$ cat src/rtl/alu_1bit.sv
`default_nettype none
// ============================================================================
//  Module   : alu_1bit
//  Purpose  : Bit-slice ALU (AND / OR / ADD-with-carry / XOR) with a
//             registered result, carry-out and valid. WIDTH > 1 chains
//             identical slices into a ripple-carry word.
//  Revision : 1.0 - initial release
// ============================================================================
module alu_1bit #(
  parameter int WIDTH = 1
) (
  input  logic             CLK,
  input  logic             RSTN,
  input  logic [WIDTH-1:0] A,
  input  logic [WIDTH-1:0] B,
  input  logic             CIN,
  input  logic             F1,
  input  logic             F0,
  input  logic             VIN,
  output logic [WIDTH-1:0] RES,
  output logic             COUT,
  output logic             VOUT
);

  // Function select encodings
  localparam logic [1:0] c_FN_AND = 2'b00;
  localparam logic [1:0] c_FN_OR  = 2'b01;
  localparam logic [1:0] c_FN_ADD = 2'b10;
  localparam logic [1:0] c_FN_XOR = 2'b11;

  logic [WIDTH:0]   w_carry;   // w_carry[i] is the carry into slice i
  logic [WIDTH-1:0] w_sum;
  logic [WIDTH-1:0] w_res;
  logic             w_cout;
  logic [1:0]       w_fn;

  logic [WIDTH-1:0] r_res;
  logic             r_cout;
  logic             r_vout;

  assign w_fn       = {F1, F0};
  assign w_carry[0] = CIN;

  // One full-adder slice per bit; carry ripples from bit 0 upward
  generate
    for (genvar i = 0; i < WIDTH; i++) begin : g_slice
      assign w_sum[i]     = A[i] ^ B[i] ^ w_carry[i];
      assign w_carry[i+1] = (A[i] & B[i]) | (A[i] & w_carry[i]) | (B[i] & w_carry[i]);
    end
  endgenerate

  // Select the combinational result; carry-out is only meaningful for ADD
  always_comb begin
    w_res  = A & B;
    w_cout = 1'b0;
    case (w_fn)
      c_FN_AND: w_res = A & B;
      c_FN_OR:  w_res = A | B;
      c_FN_ADD: begin
        w_res  = w_sum;
        w_cout = w_carry[WIDTH];
      end
      c_FN_XOR: w_res = A ^ B;
      default:  w_res = A & B;
    endcase
  end

  // Output register: reset dominates, result loads only on valid input
  always_ff @(posedge CLK) begin
    if (!RSTN) begin
      r_res  <= '0;
      r_cout <= 1'b0;
      r_vout <= 1'b0;
    end else begin
      r_vout <= VIN;
      if (VIN) begin
        r_res  <= w_res;
        r_cout <= w_cout;
      end
    end
  end

  assign RES  = r_res;
  assign COUT = r_cout;
  assign VOUT = r_vout;

endmodule
`default_nettype wire

$ cat config.mk
export PLATFORM = sky130hd
export DESIGN_NAME = alu_1bit
export DESIGN_NICKNAME = d
export VERILOG_FILES = /design/src/rtl/alu_1bit.sv
export SDC_FILE = /design/constraint.sdc
export NUM_CORES = 1
export LEC_CHECK = 0
export CORE_AREA = 5 5 42 44
export CTS_BUF_LIST = sky130_fd_sc_hd__clkbuf_4
export CTS_CLUSTER_SIZE = 25
export DETAILED_ROUTE_END_ITERATION = 10
export DIE_AREA = 0 0 47 49
export DONT_BUFFER_PORTS = 1
export PLACE_DENSITY_LB_ADDON = 0.12
export SYNTH_ARGS = -nofsm -noshare
export SYNTH_HDL_FRONTEND = slang
export SYNTH_SLANG_ARGS = --single-unit
$ cat constraint.sdc
create_clock -name CLK -period 0.9 [get_ports CLK]
set_clock_uncertainty 0.05 [all_clocks]
set_input_delay 0.09 -clock CLK [delete_from_list [all_inputs] [get_ports CLK]]
set_output_delay 0.09 -clock CLK [all_outputs]
set_load 0.1 [all_outputs]
==> summary.txt, run 1 <==
Outcome
  – Outcome: complete, no violations

Power
  – Leak: 0.139 nW
  – P_int: 0.394 mW
  – Gate power share: 0.236
  – PwrDens: 1650 nW/um^2
  – Clock share of power: 0.490
  – Peak supply drop: 0.740 mV
  – Sequential fraction of design power: 0.274
  – Switching Share: 0.277
  – P_sw: 0.151 mW

Clock tree
  – Worst skew pair latency: 0.23 ns
  – # resized after CTS: 0
  – Setup Buffers After CTS: 0
  – CTS tree: done
  – Num CTS Buffers: 3
  – Clk slew on worst S/H paths: 0.04 ns
  – Clk buf depth: 2
  – H-Tree Level Count: 1
  – Root Buffer: clkbuf_4
  – TritonCTS Sinks: 3

Cells and area
  – Share of cells above drive strength 1: 0.357
  – Area of the multi-input gates: 123 sq um
  – Layout fillers: 163
  – Nets@finish: 40
  – Storage cell area: 66.3 sq um
  – Diode count: 0
  – Area growth, synth to finish: 70.3%
  – Final Cell Area: 330 sq um

Critical path
  – Reg-to-reg endpoint: RES$_SDFFE_PN0P_
  – Crit path max fanout: 2
  – Crit start category: flop
  – Worst endpoint data arrival time: 0.75 ns
  – Buffers and inverters on the worst path: 1
  – R2r setup slk: 0.20 ns
  – CP required: 0.76 ns
  – Slowest CP cell: dfxtp_2
  – RR Startpoint: RES$_SDFFE_PN0P_
  – Crit Path Category: flop to output port
  – Crit path max-delay family: flip-flops
  – CP Capture Type: output port
  – R2r worst-path depth: 2
  – Critical Path Max Stage Delay: 0.34 ns
  – Crit path cell chain: buf_12

STA
  – Slew margin rel.: 0.897
  – Worst Tran Pin Value: 0.153 ns
  – Final hold violations: 0
  – Setup TNS: 0 ns
  – Max Slew Vio Count: 0
  – RSZ-0062 raised after global routing: true
  – Fmax: 1.12 GHz
  – Crit path time final: 0.892 ns
  – Final Cycle Share: 0.992
  – Final setup fails: 0

Placement
  – Final Wtd Congestion: 0.560
  – Area after DPL: 280 sq um
  – I/O Buffers: 0

Die
  – Core box area: 1400 sq um
  – Die area: 2300 sq um
  – Io pins: 11
  – Die W: 47 um
  – Die H: 49 um
  – Starting Density: 0.138
  – Row count: 14

Global routing
  – Global-route wire length before repair: 821 um
  – Largest net degree at the start of global routing: 6
  – Vias in the first global route: 195
  – GRT Util Overall: 0.0493
  – Initial antenna violation count: 0
  – Total congestion overflow: 0

Logic synthesis
  – Post-Synthesis Cells: 19
  – Post-synthesis area per instance: 10.2 sq um
  – Seq/Total Area, Yosys: 0.310
  – Netlist cell types: 12
  – Synth area leaders: dfxtp_1, ha_1, fa_1, mux2i_1, nand3b_1
  – Post-synthesis register bit count: 3
  – Synth warn: 0
  – Mapped Nets: 30
  – Synth area leader: dfxtp_1
  – Synth top area share: 0.310
  – Cell area after synthesis: 194 sq um

Detailed routing
  – Avg Vias per Cell: 3.89
  – Vias post-DR: 171
  – Initial DRC count: 1
  – Number of routed nets with antenna violations: 0
  – WL final: 462 um
  – Wirelength per Cell: 10.5 um
  – Pre-antenna DRT Iters: 2
  – DRC viols: 0

Hold path
  – HP Start: F1
  – WHS Endpoint: COUT$_SDFFE_PN0P_
  – Hold Crit Class: input port to flop
  – Hold path depth: 2

Run
  – # Max-Cap Violations: 0
[cells in the final DEF, fill, tap and decap left out]
cell type / n
nand3_1: 1
clkbuf_4: 4
nand2b_1: 1
inv_1: 3
dfxtp_2: 2
a21boi_0: 1
dfxtp_4: 1
nand3b_1: 2
o221ai_1: 1
dlygate4sd3_1: 2
fa_1: 1
ha_1: 2
nand4b_1: 1
buf_12: 3
mux2i_1: 2
and2_1: 1
[repair_timing]
item	CTS	global route
hold buffers	2	0
setup endpoints to repair	1	3
endpoints found under the hold margin	3	0
[Yosys cell counts]
cell and number:
dfxtp_1 3, nand3b_1 2, nand2b_1 1, a21boi_0 1, and2_1 1, inv_1 3, ha_1 2, nand4b_1 1
mux2i_1 2, o221ai_1 1, fa_1 1, nand3_1 1
[sequential cells by signal, indices dropped and copies added (netlist names)]
name and flops:
VOUT 1, COUT 1, RES 1
[stage by stage]
stage          setup WS (ns)  power [mW]  hold slack, ns  cells   util
4_1_cts             -0.00218       0.559         0.00306     44  0.236
6_report             0.00763       0.545          0.0109     44  0.236
3_5_place_dp          -0.108       0.274           0.168     38  0.200
5_1_grt              -0.0272       0.583          0.0205     44  0.236
3_3_place_gp          -0.120       0.273           0.173     38  0.200
2_1_floorplan        -0.0899       0.232           0.162     19      -
[kinds of logic after synthesis]
logic type      after synthesis  synth area share
compound gates                2            0.0839
buf+inv                       3            0.0581
simple gates                  6             0.213
flops                         3             0.310
mux                           2             0.103
fa+ha+maj                     3             0.232
[worst max-delay path by stage]
stage,startpoint,end,slack [ns],cells past startpoint
finish,COUT$_SDFFE_PN0P_,COUT,0.008,1
global route,COUT$_SDFFE_PN0P_,COUT,-0.03,1
CTS,COUT$_SDFFE_PN0P_,COUT,-0.002,1
detailed placement,A,RES$_SDFFE_PN0P_,-0.11,3
global placement,A,RES$_SDFFE_PN0P_,-0.12,3
floorplan,COUT$_SDFFE_PN0P_,COUT$_SDFFE_PN0P_,-0.09,2
[power groups by stage]
stage / registers [mW] / clock network, mW / logic, mW
2_1_floorplan: 0.203 / 0 / 0.0290
3_3_place_gp: 0.152 / 0 / 0.121
3_5_place_dp: 0.152 / 0 / 0.122
4_1_cts: 0.150 / 0.278 / 0.131
5_1_grt: 0.151 / 0.293 / 0.138
6_report: 0.149 / 0.267 / 0.129
[layout make-up]
class | instances | area share
timing repair buffer | 5 | 0.242
sequential | 3 | 0.201
clock buffer | 4 | 0.0909
tap | 16 | 0.0606
inverter | 3 | 0.0341
multi-input combinational | 13 | 0.371
[layer usage]
layer  part of all wire  wire length (um)  vias to the layer above  track usage
met5                  0                 0                        -            0
met4                  0                 0                        0       0.0138
met3               0.14                66                        0       0.0517
met2               0.51               234                        7       0.0679
met1               0.35               162                       81       0.0504
li1                   -                 -                       83            -
Power figures use the tool's default switching activity.
==> inputs of run 2 (changes only) <==
==> constraint.sdc (replaced) <==
create_clock -name CLK -period 1.1 [get_ports CLK]
set_clock_uncertainty 0.05 [all_clocks]
set_input_delay 0.11 -clock CLK [delete_from_list [all_inputs] [get_ports CLK]]
set_output_delay 0.11 -clock CLK [all_outputs]
set_load 0.1 [all_outputs]
==> summary.txt, run 2 (synthesis gave the netlist of run 1 again) <==
Power
  – Peak supply drop: 0.487 mV
  – Total power: 0.431 mW
  – PwrDens: 1430 nW/um^2
  – Leak: 0.133 nW

Placement
  – I/O Buffers: 0
  – DP Worst Slack: 0.0585 ns
  – Final Wtd Congestion: 0.565

Critical path
  – Worst endpoint data arrival time: 0.83 ns
  – CP required: 0.94 ns
  – Buffers and inverters on the worst path: 1
  – RR Startpoint: RES$_SDFFE_PN0P_
  – Crit path max-delay family: flip-flops
  – R2r worst-path depth: 2
  – CP Capture Type: output port
  – Critical Path Max Stage Delay: 0.32 ns
  – Crit Path Category: flop to output port
  – Slowest CP cell: dfxtp_2
  – Reg-to-reg endpoint: RES$_SDFFE_PN0P_
  – R2r setup slk: 0.43 ns
  – Crit path max fanout: 2
  – Crit path cell chain: buf_4
  – Crit start category: flop

Clock tree
  – Setup Buffers After CTS: 0
  – Worst skew pair latency: 0.23 ns
  – Root Buffer: clkbuf_4
  – Clk slew on worst S/H paths: 0.04 ns
  – # resized after CTS: 0
  – Clk buf depth: 2
  – H-Tree Level Count: 1
  – TritonCTS Sinks: 3
  – CTS tree: done
  – Num CTS Buffers: 3

STA
  – Setup TNS: 0 ns
  – Final Cycle Share: 0.904
  – Fmax: 1.01 GHz
  – RSZ-0062 raised after global routing: false
  – Worst Tran Pin Value: 0.279 ns
  – Slew margin rel.: 0.816
  – Final setup margin: 0.106 ns
  – Final setup fails: 0
  – Crit path time final: 0.994 ns
  – Max Slew Vio Count: 0
  – Worst hold slack: 0.00885 ns
  – Final hold violations: 0

Cells and area
  – Most common cell after layout, fill and taps aside: clkbuf_4
  – Share of cells above drive strength 1: 0.321
  – Layout fillers: 162
  – Area growth, synth to finish: 55.5%
  – Most frequent cells in the layout: clkbuf_4, inv_1
  – Nets@finish: 40
  – Diode count: 0

Hold path
  – WHS Endpoint: COUT$_SDFFE_PN0P_
  – Hold path depth: 2
  – Hold Crit Class: input port to flop
  – HP Start: VIN

Die
  – Starting Density: 0.138
  – Die W: 47 um
  – Die area: 2300 sq um
  – Row count: 14
  – Core box area: 1400 sq um
  – Die H: 49 um
  – Io pins: 11

Detailed routing
  – Initial DRC count: 0
  – DRC viols: 0
  – Vias post-DR: 178
  – Number of routed nets with antenna violations: 0
  – Wirelength per Cell: 10.3 um
  – Avg Vias per Cell: 4.05
  – Pre-antenna DRT Iters: 1
  – WL final: 455 um

Global routing
  – Initial antenna violation count: 0
  – GRT Util Overall: 0.0486
  – Vias in the first global route: 173
  – Largest net degree at the start of global routing: 7
  – Total congestion overflow: 0
  – Global-route wire length before repair: 690 um

Outcome
  – Outcome: complete, no violations

Run
  – # Max-Cap Violations: 0
run 2: cell counts in the layout (fill, tap and decap cells not counted):
Identical to the previous run, type by type.
run 2: through the flow:
step	instances	cell area [sq um]	util
6_report	44	302	0.215
5_1_grt	44	302	0.215
4_1_cts	44	302	0.215
3_5_place_dp	38	251	0.179
3_3_place_gp	38	251	0.179
2_1_floorplan	19	196	-
run 2: worst max path at each step:
stage                           startpoint                to  depth (start not counted)
after CTS                 RES$_SDFFE_PN0P_               RES                          1
after global routing      RES$_SDFFE_PN0P_               RES                          1
after detailed placement                 A  RES$_SDFFE_PN0P_                          3
after floorplan            VOUT$_SDFF_PN0_              VOUT                          0
final                     RES$_SDFFE_PN0P_               RES                          1
after global placement                   A  RES$_SDFFE_PN0P_                          3
run 2: cell type report:
type,count,area [sq um],share of cell area
Clock buffer,4,30.0,0.0996
Inverter,3,11.3,0.0373
Sequential cell,3,62.6,0.207
Timing Repair Buffer,5,55.1,0.183
Multi-Input combinational cell,13,123,0.407
Tap cell,16,20.0,0.0664
run 2: metal layers:
metal / vias to the layer above / wire (um) / track usage
li1: 85 / - / -
met1: 80 / 157 / 0.0374
met2: 9 / 206 / 0.0588
met3: 4 / 62 / 0.0406
met4: 0 / 28 / 0.0691
met5: - / 0 / 0
run 2: report_power, final:
part | switching (mW) | total, mW | internal [mW]
clock | 0.0560 | 0.216 | 0.160
sequential | 0.00390 | 0.121 | 0.117
combinational | 0.0598 | 0.0945 | 0.0346
total | 0.120 | 0.431 | 0.312
run 2: timing repair:
action,in CTS,in global routing
endpoints found under the setup margin,0,0
hold buffers,2,0
endpoints found under the hold margin,3,0
==> inputs of run 3 (changes only) <==
--- a/config.mk
+++ b/config.mk
@@ -5,6 +5,7 @@
 export SDC_FILE = /design/constraint.sdc
 export NUM_CORES = 1
 export LEC_CHECK = 0
+export CAP_MARGIN = 20
 export CORE_AREA = 5 5 42 44
 export CTS_BUF_LIST = sky130_fd_sc_hd__clkbuf_4
 export CTS_CLUSTER_SIZE = 25
==> constraint.sdc (replaced) <==
create_clock -name CLK -period 0.89 [get_ports CLK]
set_clock_uncertainty 0.05 [all_clocks]
set_input_delay 0.089 -clock CLK [delete_from_list [all_inputs] [get_ports CLK]]
set_output_delay 0.089 -clock CLK [all_outputs]
set_load 0.1 [all_outputs]
==> summary.txt, run 3 (synthesis gave the netlist of run 1 again) <==
Outcome
  – Outcome: complete, but fails checks
  – Failing checks: setup timing

Detailed routing
  – DRC viols: 0
  – Vias post-DR: 182
  – Number of routed nets with antenna violations: 0
  – Wirelength per Cell: 11.2 um
  – WL final: 506 um
  – Avg Vias per Cell: 4.04
  – Pre-antenna DRT Iters: 1
  – Initial DRC count: 0

Die
  – Starting Density: 0.138
  – Io pins: 11
  – Die W: 47 um
  – Row count: 14
  – Die H: 49 um
  – Die area: 2300 sq um
  – Core box area: 1400 sq um

Cells and area
  – Most frequent cells in the layout: clkbuf_4, inv_1, dlygate4sd3_1, buf_12
  – Diode count: 0
  – Area growth, synth to finish: 75.5%
  – Layout fillers: 162
  – Nets@finish: 41
  – Non-filler instance count after layout: 45
  – Most common cell after layout, fill and taps aside: clkbuf_4
  – Share of cells above drive strength 1: 0.345

Critical path
  – Crit path cell chain: buf_12
  – Crit start category: flop
  – Critical Path Max Stage Delay: 0.34 ns
  – Worst endpoint data arrival time: 0.76 ns
  – R2r worst-path depth: 2
  – Reg-to-reg endpoint: RES$_SDFFE_PN0P_
  – CP required: 0.75 ns
  – RR Startpoint: RES$_SDFFE_PN0P_
  – Crit path max fanout: 2
  – Crit path max-delay family: flip-flops
  – Crit Path Category: flop to output port
  – R2r setup slk: 0.17 ns
  – Buffers and inverters on the worst path: 1
  – CP Capture Type: output port
  – Slowest CP cell: dfxtp_2

Global routing
  – GRT Util Overall: 0.0592
  – Largest net degree at the start of global routing: 5
  – Vias in the first global route: 217
  – Total congestion overflow: 0
  – Global-route wire length before repair: 917 um
  – Initial antenna violation count: 0

Placement
  – Placed cells: 38
  – I/O Buffers: 0
  – DP HPWL: 392 um
  – Final Wtd Congestion: 0.568
  – DP Worst Slack: -0.141 ns

STA
  – Final setup margin: -0.00429 ns
  – Final hold violations: 0
  – Final setup fails: 2
  – Max Slew Vio Count: 0
  – Crit path time final: 0.894 ns
  – RSZ-0062 raised after global routing: true
  – Fmax: 1.12 GHz
  – Final Cycle Share: 1.00
  – Worst Tran Pin Value: 0.144 ns
  – Worst hold slack: 0.0132 ns
  – Slew margin rel.: 0.901

Hold path
  – Hold Crit Class: input port to flop
  – HP Start: F0
  – Hold path depth: 2
  – WHS Endpoint: COUT$_SDFFE_PN0P_

Run
  – # Max-Cap Violations: 0

Clock tree
  – TritonCTS Sinks: 3
  – CTS tree: done
  – Root Buffer: clkbuf_4
  – # resized after CTS: 0
  – Clk buf depth: 2
  – Worst skew pair latency: 0.23 ns
  – H-Tree Level Count: 1
  – Clk slew on worst S/H paths: 0.04 ns
  – Num CTS Buffers: 3

Power
  – Leak: 0.143 nW
  – PwrDens: 1650 nW/um^2
  – Peak supply drop: 0.587 mV
-- run 3: cell count changes in the layout (fill, tap and decap cells not counted) --
cell / before / now
buf_12: 1 / 3
buf_4: 2 / 0
dfxtp_1: 1 / 0
dfxtp_4: 0 / 1
dlygate4sd3_1: 2 / 3
-- run 3: report_power, final --
| group | internal, mW | leakage [nW] | switching, mW |
|---|---|---|---|
| clock network | 0.199 | 0.0184 | 0.0733 |
| registers | 0.144 | 0.0261 | 0.00746 |
| logic | 0.0596 | 0.0989 | 0.0772 |
| total | 0.402 | 0.143 | 0.158 |
-- run 3: final cells by class --
cell class                 count  area, sq um  area share
multi-input combinational     13          123       0.360
timing repair buffer           6         90.1       0.265
sequential                     3         66.3       0.195
clock buffer                   4         30.0      0.0882
tap                           16         20.0      0.0588
inverter                       3         11.3      0.0331
-- run 3: worst max-delay path by stage --
stage | slack [ns] | from | end | cells after the start
detailed placement | -0.14 | A | RES$_SDFFE_PN0P_ | 3
global placement | -0.12 | A | RES$_SDFFE_PN0P_ | 3
finish | -0.004 | COUT$_SDFFE_PN0P_ | COUT | 1
floorplan | -0.1 | COUT$_SDFFE_PN0P_ | COUT$_SDFFE_PN0P_ | 2
global route | -0.03 | COUT$_SDFFE_PN0P_ | COUT | 1
CTS | -0.02 | COUT$_SDFFE_PN0P_ | COUT | 1
-- run 3: what timing repair did --
action | 4_1_cts | 5_1_grt
endpoints found under the setup margin | 2 | 3
hold buffers | 3 | 0
pin swaps | 0 | 0
hold endpoints to repair | 3 | 0
gates cloned | 0 | 0
setup buffers | 0 | 0
-- run 3: through the flow --
stage | area (sq um) | power [mW] | util | setup TNS, ns
floorplan | 200 | 0.235 | - | -0.148
global placement | 280 | 0.277 | 0.200 | -0.116
detailed placement | 280 | 0.280 | 0.200 | -0.141
CTS | 340 | 0.578 | 0.243 | -0.0348
global route | 340 | 0.600 | 0.243 | -0.0727
finish | 340 | 0.560 | 0.243 | -0.00486
-- run 3: routing by layer --
| layer | share of wire | vias up | global-route usage |
|---|---|---|---|
| li1 | - | 87 | - |
| met1 | 0.35 | 84 | 0.0571 |
| met2 | 0.51 | 9 | 0.0860 |
| met3 | 0.11 | 2 | 0.0295 |
| met4 | 0.028 | 0 | 0.0553 |
| met5 | 0 | - | 0 |
